File: src/rtl/mtimer.sv
// Machine timer: 64-bit free-running mtime with prescaler, 64-bit mtimecmp,
// both on a 32-bit bus, and a registered active-low interrupt for the CSR unit.
module mtimer #(
   parameter int unsigned PRESCALE = 1
) (
   input  logic        clk,
   input  logic        rst,
   input  logic        bus_sel,
   input  logic        bus_we,
   input  logic [3:0]  bus_addr,
   input  logic [31:0] bus_wdata,
   output logic [31:0] bus_rdata,
   output logic        bus_ack,
   output logic        ti
);

   localparam logic [15:0] PRESC_MAX = 16'(PRESCALE - 1);

   logic [63:0] mtime_q, mtime_d;
   logic [63:0] mtimecmp_q, mtimecmp_d;
   logic [15:0] presc_q, presc_d;
   logic [31:0] shadow_q, shadow_d;
   logic [31:0] rdata_q, rdata_d;
   logic        ack_q, ack_d;
   logic        ti_q, ti_d;

   logic        wr_en;
   logic        rd_en;
   logic [1:0]  word_sel;
   logic        tick;

   assign wr_en    = bus_sel & bus_we;
   assign rd_en    = bus_sel & ~bus_we;
   assign word_sel = bus_addr[3:2];
   assign tick     = (presc_q == PRESC_MAX);

   always_comb begin
      presc_d    = tick ? 16'd0 : presc_q + 16'd1;
      mtime_d    = tick ? mtime_q + 64'd1 : mtime_q;
      mtimecmp_d = mtimecmp_q;
      shadow_d   = shadow_q;
      rdata_d    = rdata_q;
      ack_d      = bus_sel;
      ti_d       = ~(mtime_q >= mtimecmp_q);

      // A write to either mtime half overrides the increment without carrying into the other half.
      if (wr_en) begin
         unique case (word_sel)
            2'd0: begin
               mtime_d = {mtime_q[63:32], bus_wdata};
               presc_d = 16'd0;
            end
            2'd1: begin
               mtime_d = {bus_wdata, mtime_q[31:0]};
               presc_d = 16'd0;
            end
            2'd2: mtimecmp_d = {mtimecmp_q[63:32], bus_wdata};
            2'd3: mtimecmp_d = {bus_wdata, mtimecmp_q[31:0]};
         endcase
      end

      // Reading the low word latches the high word so a lo-then-hi pair is coherent.
      if (rd_en) begin
         unique case (word_sel)
            2'd0: begin
               rdata_d  = mtime_q[31:0];
               shadow_d = mtime_q[63:32];
            end
            2'd1: rdata_d = shadow_q;
            2'd2: rdata_d = mtimecmp_q[31:0];
            2'd3: rdata_d = mtimecmp_q[63:32];
         endcase
      end
   end

   always_ff @(posedge clk) begin
      if (rst) begin
         mtime_q    <= '0;
         mtimecmp_q <= '1;
         presc_q    <= '0;
         shadow_q   <= '0;
         rdata_q    <= '0;
         ack_q      <= 1'b0;
         ti_q       <= 1'b1;
      end else begin
         mtime_q    <= mtime_d;
         mtimecmp_q <= mtimecmp_d;
         presc_q    <= presc_d;
         shadow_q   <= shadow_d;
         rdata_q    <= rdata_d;
         ack_q      <= ack_d;
         ti_q       <= ti_d;
      end
   end

   assign bus_rdata = rdata_q;
   assign bus_ack   = ack_q;
   assign ti        = ti_q;

endmodule

File: config.mk
export PLATFORM = sky130hd
export DESIGN_NAME = mtimer
export DESIGN_NICKNAME = d
export VERILOG_FILES = /design/src/rtl/mtimer.sv
export SDC_FILE = /design/constraint.sdc
export NUM_CORES = 1
export LEC_CHECK = 0
export BUFFER_PORTS_ARGS = -buffer_cell sky130_fd_sc_hd__buf_2
export CAP_MARGIN = 20
export CORE_MARGIN = 2
export CORE_UTILIZATION = 60
export CTS_CLUSTER_DIAMETER = 40
export DETAILED_ROUTE_END_ITERATION = 10
export PLACE_DENSITY = 0.86
export REMOVE_ABC_BUFFERS = 1
export SYNTH_ARGS = -nofsm -noshare
export SYNTH_HDL_FRONTEND = slang
export SYNTH_SLANG_ARGS = --single-unit
File: constraint.sdc
create_clock -name clk -period 6.6 [get_ports clk]
set_clock_uncertainty 0.15 [all_clocks]
set_input_delay 1.32 -clock clk [delete_from_list [all_inputs] [get_ports clk]]
set_output_delay 1.32 -clock clk [all_outputs]
set_load 0.005 [all_outputs]
Word level (Yosys, flattened, before mapping)
Index checks and enable logic that the tools add are counted.
Storage, ports and cells
  flip-flop bits (word level): 210
  bits of input ports: 40
  output and inout port bits: 34
  word-level logic and storage cells: 37
Operators by class
  add/sub/neg operators: 2
  $lt $le $gt $ge: 1
  equal/unequal tests: 5
  muxes and demuxes: 8
  bitwise operators: 6
  reductions and logical operators: 6
Operators by type and width (number)
  $pmux W64 S2: 2
  $mux W64: 2
  $pmux W32 S4: 1
  $add A64 B1 Y64 const B: 1
  $ge A64 B64 Y1: 1
  $mux W16: 3
  $add A16 B1 Y16 const B: 1
  $logic_not A16 Y1: 1
  $reduce_and A3 Y1: 2
  $eq A2 B2 Y1 const B: 2
  $ne A2 B2 Y1 const B: 2
  $not A1 Y1: 4
  $and A1 B1 Y1: 2
  $eq A2 B1 Y1 const B: 1
  $logic_not A2 Y1: 1
  $reduce_and A2 Y1: 1
  $reduce_or A2 Y1: 1

Depth between registers and ports, before layout
Gate-level depths: netlist of the first run.
  word-level depth: 4
  mapped depth: 9
  gate-level depth less buffers: 8

Worst setup path before layout of the first run
Ideal clock, no wire load.
  kind: input -> register
  from: input bus_addr[3]
  to: register mtime_q[58]
  setup time: 0.092 ns
  arrival: 2.807 ns
  setup slack: 3.551 ns
  stages on the path: 8
  path buffers: 3
  cell sequence: clkbuf_8 -> or2_2 -> clkbuf_1 -> nor2_1 -> clkbuf_1 -> nor2_1 -> o21a_1 -> nor4_1
On the way
  longest elaborated chain between the ends: 3
  elaborated cells between the ends (all ways): 5
RTL lines
  from (decl): line 10  | input logic [3:0] bus_addr,
  $eq A2 B1 Y1 or $logic_not A2 Y1 (tied branches): line 48  | unique case (word_sel)
  $pmux W64 S2: line 48
  $mux W64: line 47  | if (wr_en) begin
  to (signal assigned): line 86  | mtime_q <= mtime_d;
  to (decl): line 19  | logic [63:0] mtime_q, mtime_d;
Several ways; a longest one is shown, not always the timed one.
A chain may end at the register's enable or synchronous reset.

Worst setup path after layout of the first run
  from: input bus_addr[3]
  to: register mtime_q[30]
Same word-level chain as after synthesis.

==> out/metrics.csv, run 1 <==
stage;metric;value;unit
run_status;status;finished clean;
floorplan;Initial Utilization;61.2;%
sta;Worst-Margin Slew;1.36;ns
power;VDD IR-drop max;0.000183;V
sta;RSZ-0062 raised after global routing;no;
clock_network;H-tree depth;1;
sta;Final Max Slew Viols;0;
sta;post-route minimum period;3.76;ns
floorplan;die width;142;um
clock_network;clock-pin slew on the worst setup and hold paths;0.06;ns
synth;async set-reset flop share out of synthesis;0;%
routing;drt pass-1 iters;9;
synth;Post-Synthesis Cell Area;11500;um2
sta;setup TNS;0;ns
routing;DRT antenna net count;0;
worst_setup_path;kind of critical path;primary input to flip-flop;
placement;Final HPWL DP;22.4;mm
global_route;pin count of the biggest net entering global routing;83;
sta;post-route clock period utilization;57.0;%
routing;vias post-DR;11000;
synth;Yosys top cell area share;36.7;%
synth;distinct cell type count after synthesis;75;
worst_setup_path;Worst path slowest cell;nor4_1;
synth;mux contribution to synthesized area;7.23;%
sta;Max-slew headroom;8.75;%
worst_setup_path;Setup crit end kind;flip-flop;
global_route;GRT overflow;0;
synth;Synth area leaders;dfxtp_1, nand2_1, ha_1;
worst_setup_path;CP Max Fanout;17;
clock_network;CTS Buffer Depth;3;
placement;global placement routability congestion;0.957;
synth;Synth Instances;1363;
floorplan;die area;20200;um2
global_route;antenna violations before repair;0;
synth;Synth Area in Compound Gates;17.3;%
sta;final number of setup-violating endpoints;0;
clock_network;cts repair resizes;0;
global_route;gr usage total;32.8;%
synth;ys flop type;dfxtp_1;
floorplan;total core area;18700;um2
routing;vias per cell;6.66;
worst_setup_path;Critical Path Start Type;primary input;
global_route;first-pass GRT wire length;53.3;mm
clock_network;TritonCTS clock tree;built;
synth;post-synthesis simple-gate area fraction;23.9;%
synth;synthesized flop and latch total;210;
floorplan;# IOs;74;
clock_network;hold-fix buffers at CTS;0;
worst_setup_path;CP arrival;4.00;ns
power;PD cells;254;nW/um2
sta;final hold vios;0;
synth;Avg Inst Size Synth;8.40;um2
clock_network;Setup Fix Bufs, Post-CTS;0;
worst_setup_path;Top delay family on crit path;simple AND/OR/NAND/NOR gates;
power;LEAKAGE;5.36;nW
clock_network;TritonCTS Buffers;30;
clock_network;Clock Sinks;210;
cells_and_area;ant diodes;0;
worst_setup_path;CP Buf/Inv Count;2;
routing;DRC viols;0;
cells_and_area;Layout Nets;1506;
placement;IO Port Bufs;71;
floorplan;# rows;50;
synth;EDFF count, synth;0;
worst_setup_path;CP most frequent cell;nand3_1;
synth;Seq/Total Area, Yosys;36.7;%
synth;Ys Warns;0;
synth;Yosys top cell by area;dfxtp_1;
worst_setup_path;Slowest Stage Delay on Critical Path;1.14;ns
worst_setup_path;R2R setup slack;2.96;ns
cells_and_area;share of cells above drive strength 1;14.6;%
sta;fmax;266;MHz
global_route;number of global-route vias before repair;10400;
synth;adder-cell share of the synthesized area;7.32;%
clock_network;Clock Tree Root;clkbuf_16;
power;Overall Power;3.29;mW
worst_setup_path;crit-path cells;buf_2 -> nor2_2 -> buf_4 -> nor4_1 -> nand3_1 -> nand3_1 -> a21oi_1;
floorplan;Die Height;142;um
routing;DR iter-0 viols;1667;
cells_and_area;Fill cells;1404;
synth;Synth Area in XOR/XNOR;1.53;%
clock_network;worst skew pair latency;0.55;ns
routing;drt total wl;33.6;mm
flow_run;Max-Cap Viols;0;
worst_setup_path;Critical Path RT;6.84;ns
cells_and_area;Area Overhead vs Synth;13.1;%
worst_hold_path;Worst Hold Class;flip-flop to flip-flop;
routing;WL/cell;20.3;um
synth;largest family of logic cells by synthesized area;simple AND/OR/NAND/NOR gates;
-- cell families after synthesis --
| family | Yosys count |
|---|---|
| AND/OR/NAND/NOR | 560 |
| AO/OA/AOI/OAI | 302 |
| XOR/XNOR | 20 |
| multiplexers | 42 |
| flip-flops | 210 |
| buffers and inverters | 162 |
| adder cells (fa/ha/maj) | 67 |
-- worst min-delay path, stage by stage, from the launching register on --
cell     delay [ns]
dfxtp_1        0.30
nand2_1        0.05
a21oi_1        0.05
-- worst paths after layout --
kind,from,endpoint,depth (start not counted)
max,bus_addr[3],mtime_q[30],7
min,bus_rdata[12],bus_rdata[12],2
max reg2reg,presc_q[0],mtime_q[62],8
min reg2reg,bus_rdata[12],bus_rdata[12],2
-- stage by stage --
stage | worst slack (ns) | hold slack (ns) | std cells | instance area, um2 | utilization (%)
after detailed placement | 2.53 | 0.293 | 1599 | 11900 | 63.4
final | 2.84 | 0.300 | 1656 | 12900 | 69.2
after floorplan | 2.52 | 0.275 | 1277 | 11100 | -
after CTS | 3.08 | 0.300 | 1654 | 12900 | 69.1
after global routing | 2.80 | 0.311 | 1656 | 12900 | 69.2
after global placement | 2.64 | 0.289 | 1599 | 11900 | 63.4
-- synthesized netlist by cell type, types with 4 or more instances --
library cell	number
a2111oi_0	5
a211oi_1	21
a21o_1	9
a21oi_1	106
a221oi_1	4
a22oi_1	4
a311oi_1	9
a31oi_1	7
and2_1	7
and3_1	17
and4_1	10
buf_1	7
clkbuf_1	67
clkbuf_8	5
dfxtp_1	210
ha_1	67
inv_1	75
mux2i_1	7
mux4_2	31
nand2_1	249
nand3_1	44
nand4_1	37
nor2_1	80
nor2b_1	7
nor3_1	41
nor4_1	19
o211ai_1	73
o21a_1	4
o21ai_0	28
o221ai_1	5
or3_1	11
or4_1	4
xnor2_1	6
xor2_1	14
-- registers in the layout, summed over array words and instances, names as in the netlist --
signal      cells
mtimecmp_q     64
ti              1
presc_q        16
bus_rdata      32
mtime_q        64
shadow_q       32
bus_ack         1
-- layout by cell type (no fill, tap or decap), types with 5 or more instances in the layout --
cell type     n
buf_2        70
a31oi_1       7
a21oi_1     106
clkinvlp_4    5
nor2_1       77
nor3_1       40
mux4_2       31
nor4_1       19
inv_1        75
nor2b_1       6
nand4_1      37
or3_1        11
a2111oi_0     5
mux2i_1       7
clkbuf_16    31
xor2_1       14
xnor2_1       6
and2_1        7
buf_4        18
a21o_1        9
o211ai_1     73
dfxtp_1     210
nand3_1      44
o221ai_1      5
nand2_1     249
o21ai_0      28
and4_1       10
a211oi_1     21
a311oi_1      9
ha_1         67
and3_1       17
-- power by group --
group / total, mW / switching, mW / internal, mW / leakage [nW]
Sequential: 1.35 / 0.0410 / 1.31 / 1.71
Combinational: 0.249 / 0.151 / 0.0975 / 3.14
Clock: 1.69 / 0.635 / 1.05 / 0.510
Total: 3.29 / 0.827 / 2.46 / 5.36
-- final cells by class --
class | instances | area [um2] | share of cell area [%]
flip-flops and latches | 210 | 4200 | 32.5
repair buffers | 90 | 512 | 3.95
well taps | 234 | 293 | 2.26
clock buffers | 35 | 821 | 6.34
clock inverters | 20 | 245 | 1.89
multi-input cells | 991 | 6590 | 50.9
inverters | 76 | 285 | 2.20
-- metal layers --
layer	up-vias	wire length, um	share of wire [%]	GRT usage, %
met4	0	1290	3.8	14.6
met1	5185	13200	39	42.7
li1	5042	-	-	-
met5	-	0	0	0
met2	676	15500	46	53.0
met3	124	3610	11	6.49
Power figures use the tool's default switching activity.
==> run 2: changes to the inputs <==
clock period = 3.6 ns   (was 6.6 ns; I/O delays follow)
==> run 2 against run 1 <==
Combinational power increased by 87%. Worst setup slack got worse by 2.5 ns. Sequential share of layout area decreased by 0.42 points. Clock-buffer cell count increased by 4. Cell area increased by 1.3%. First-iteration DRC count decreased by 9.6%. Critical path depth increased by 2. Via count increased by 1.8%. Routed wire length increased by 2.5%. Utilization increased by 0.91 points. Critical path type is now flip-flop to flip-flop. Critical endpoint is now ti.
==> out/metrics.csv, run 2 (same netlist as run 1, synthesis figures left out) <==
stage;metric;value;unit
routing;drt pass-1 iters;7;
power;share of total power in combinational logic;7.5;%
placement;IO Port Bufs;71;
power;Sw Ratio;23.7;%
worst_setup_path;Slowest Stage Delay on Critical Path;0.70;ns
routing;WL/cell;20.6;um
clock_network;TritonCTS clock tree;built;
worst_setup_path;Top delay family on crit path;compound AO/OA/AOI/OAI gates;
sta;post-route minimum period;3.29;ns
clock_network;Clock Sinks;210;
power;Int Power;4.72;mW
cells_and_area;Area Overhead vs Synth;14.5;%
sta;final hold vios;0;
clock_network;cts repair resizes;0;
worst_setup_path;Setup crit end kind;flip-flop;
clock_network;hold-fix buffers at CTS;0;
placement;Cell Area, Placed;12000;um2
sta;Worst-Margin Slew;1.06;ns
global_route;antenna violations before repair;0;
flow_run;Max-Cap Viols;0;
worst_setup_path;Critical Path Start Type;flip-flop;
clock_network;H-tree depth;1;
routing;DRC viols;0;
global_route;first-pass GRT wire length;55.2;mm
cells_and_area;most common cell after layout, fill and taps aside;nand2_1;
worst_setup_path;CP Max Fanout;6;
cells_and_area;share of cells above drive strength 1;15.1;%
global_route;pin count of the biggest net entering global routing;86;
cells_and_area;Layout Nets;1519;
clock_network;TritonCTS Buffers;30;
placement;global placement routability congestion;0.944;
sta;RSZ-0062 raised after global routing;no;
worst_hold_path;min-delay src;bus_rdata[9];
worst_hold_path;Worst Hold Class;flip-flop to flip-flop;
clock_network;Clock Tree Root;clkbuf_16;
worst_setup_path;CP arrival;3.53;ns
worst_setup_path;Critical Path RT;3.83;ns
floorplan;# IOs;74;
global_route;GRT overflow;0;
worst_setup_path;FF-to-FF path depth;9;
clock_network;clock-pin slew on the worst setup and hold paths;0.06;ns
power;VDD IR-drop max;0.000371;V
floorplan;Initial Utilization;61.2;%
routing;DR iter-0 viols;1507;
worst_hold_path;hold endpoint;bus_rdata[9];
floorplan;die width;142;um
worst_setup_path;kind of critical path;flip-flop to flip-flop;
worst_setup_path;RR Endpoint;ti;
sta;Max-slew headroom;29.5;%
sta;Final Max Slew Viols;0;
power;LEAKAGE;5.45;nW
power;Overall Power;6.18;mW
floorplan;# rows;50;
power;NetSw;1.46;mW
run_status;status;finished clean;
worst_hold_path;cell count of the worst hold path;2;
routing;DRT antenna net count;0;
placement;total placed cells including tap cells;1614;
cells_and_area;Final Cell Area;13100;um2
routing;vias post-DR;11200;
global_route;number of global-route vias before repair;10900;
sta;final number of setup-violating endpoints;0;
routing;vias per cell;6.73;
cells_and_area;Post-Layout Cell Count;1669;
worst_setup_path;crit-path cells;inv_1 -> ha_1 -> nand2b_1 -> a2111oi_0 -> o41ai_1 -> nor4b_1 -> buf_4 -> o221ai_1 -> o311ai_0;
sta;fmax;304;MHz
clock_network;Setup Fix Bufs, Post-CTS;0;
sta;post-route clock period utilization;91.5;%
worst_setup_path;Worst path slowest cell;a2111oi_0;
routing;drt total wl;34.4;mm
power;PD cells;471;nW/um2
cells_and_area;ant diodes;0;
clock_network;worst skew pair latency;0.55;ns
cells_and_area;Largest regs;mtime_q: 64 flops, mtimecmp_q: 64 flops;
power;Clk pwr share;52.5;%
clock_network;CTS Buffer Depth;3;
power;Seq pwr share;40.0;%
cells_and_area;Fill cells;1387;
floorplan;Die Height;142;um
worst_setup_path;FF-to-FF Start;mtime_q[0];
global_route;gr usage total;34.0;%
floorplan;total core area;18700;um2
floorplan;die area;20200;um2
placement;Final HPWL DP;23.1;mm
cells_and_area;Util after Layout;70.1;%
cells_and_area;most frequent cells in the layout;nand2_1, dfxtp_1, a21oi_1;
worst_setup_path;R2R setup slack;0.31;ns
sta;setup TNS;0;ns
worst_setup_path;CP Buf/Inv Count;2;
==> run 2: changes by cell type in the layout (fill, tap and decap cells not counted), sizes merged <==
cell / previous run / this run
clkbuf: 35 / 39
buf: 90 / 103
clkinv: 6 / 3
inv: 81 / 78
bufinv: 4 / 7
clkinvlp: 5 / 4
==> run 2: worst max path at each step <==
stage                from     endpoint  slack, ns  cells after the start
2_1_floorplan      bus_we  shadow_q[0]       0.12                      4
3_3_place_gp   mtime_q[0]           ti       0.64                      9
3_5_place_dp   mtime_q[0]           ti       0.50                      9
4_1_cts        mtime_q[0]           ti       0.42                      9
5_1_grt        mtime_q[0]           ti       0.29                      9
6_report       mtime_q[0]           ti       0.31                      9
==> run 2: cell type report <==
class / count / area, um2 / area share (%)
repair buffers: 103 / 636 / 4.84
clock inverters: 16 / 277 / 2.11
flip-flops and latches: 210 / 4200 / 32.0
inverters: 76 / 285 / 2.17
well taps: 234 / 293 / 2.23
clock buffers: 39 / 836 / 6.37
multi-input cells: 991 / 6590 / 50.2
==> run 2: power by group through the flow <==
stage	sequential, mW	clock (mW)	combinational (mW)
3_5_place_dp	2.52	0	0.450
2_1_floorplan	2.50	0	0.249
3_3_place_gp	2.51	0	0.435
6_report	2.47	3.24	0.466
5_1_grt	2.48	3.34	0.507
4_1_cts	2.47	3.24	0.457
==> run 2: metal layers <==
layer,track usage [%],up-vias,share of wire [%]
met5,0,-,0
met2,55.1,720,46
met4,17.1,0,4.9
met3,5.62,171,10
met1,44.1,5265,39
li1,-,5069,-
==> run 2: metrics by stage <==
| stage | worst slack (ns) | hold WS, ns |
|---|---|---|
| global route | 0.290 | 0.311 |
| floorplan | 0.116 | 0.275 |
| finish | 0.305 | 0.298 |
| CTS | 0.421 | 0.302 |
| detailed placement | 0.497 | 0.295 |
| global placement | 0.637 | 0.288 |
==> run 2: worst reg2reg max path: cells and delay by family (launching register included) <==
kind	cells	cell delay, ns
compound gates	4	1.53
simple gates	2	0.47
flops	1	0.44
fa+ha+maj	1	0.28
buf+inv	2	0.26
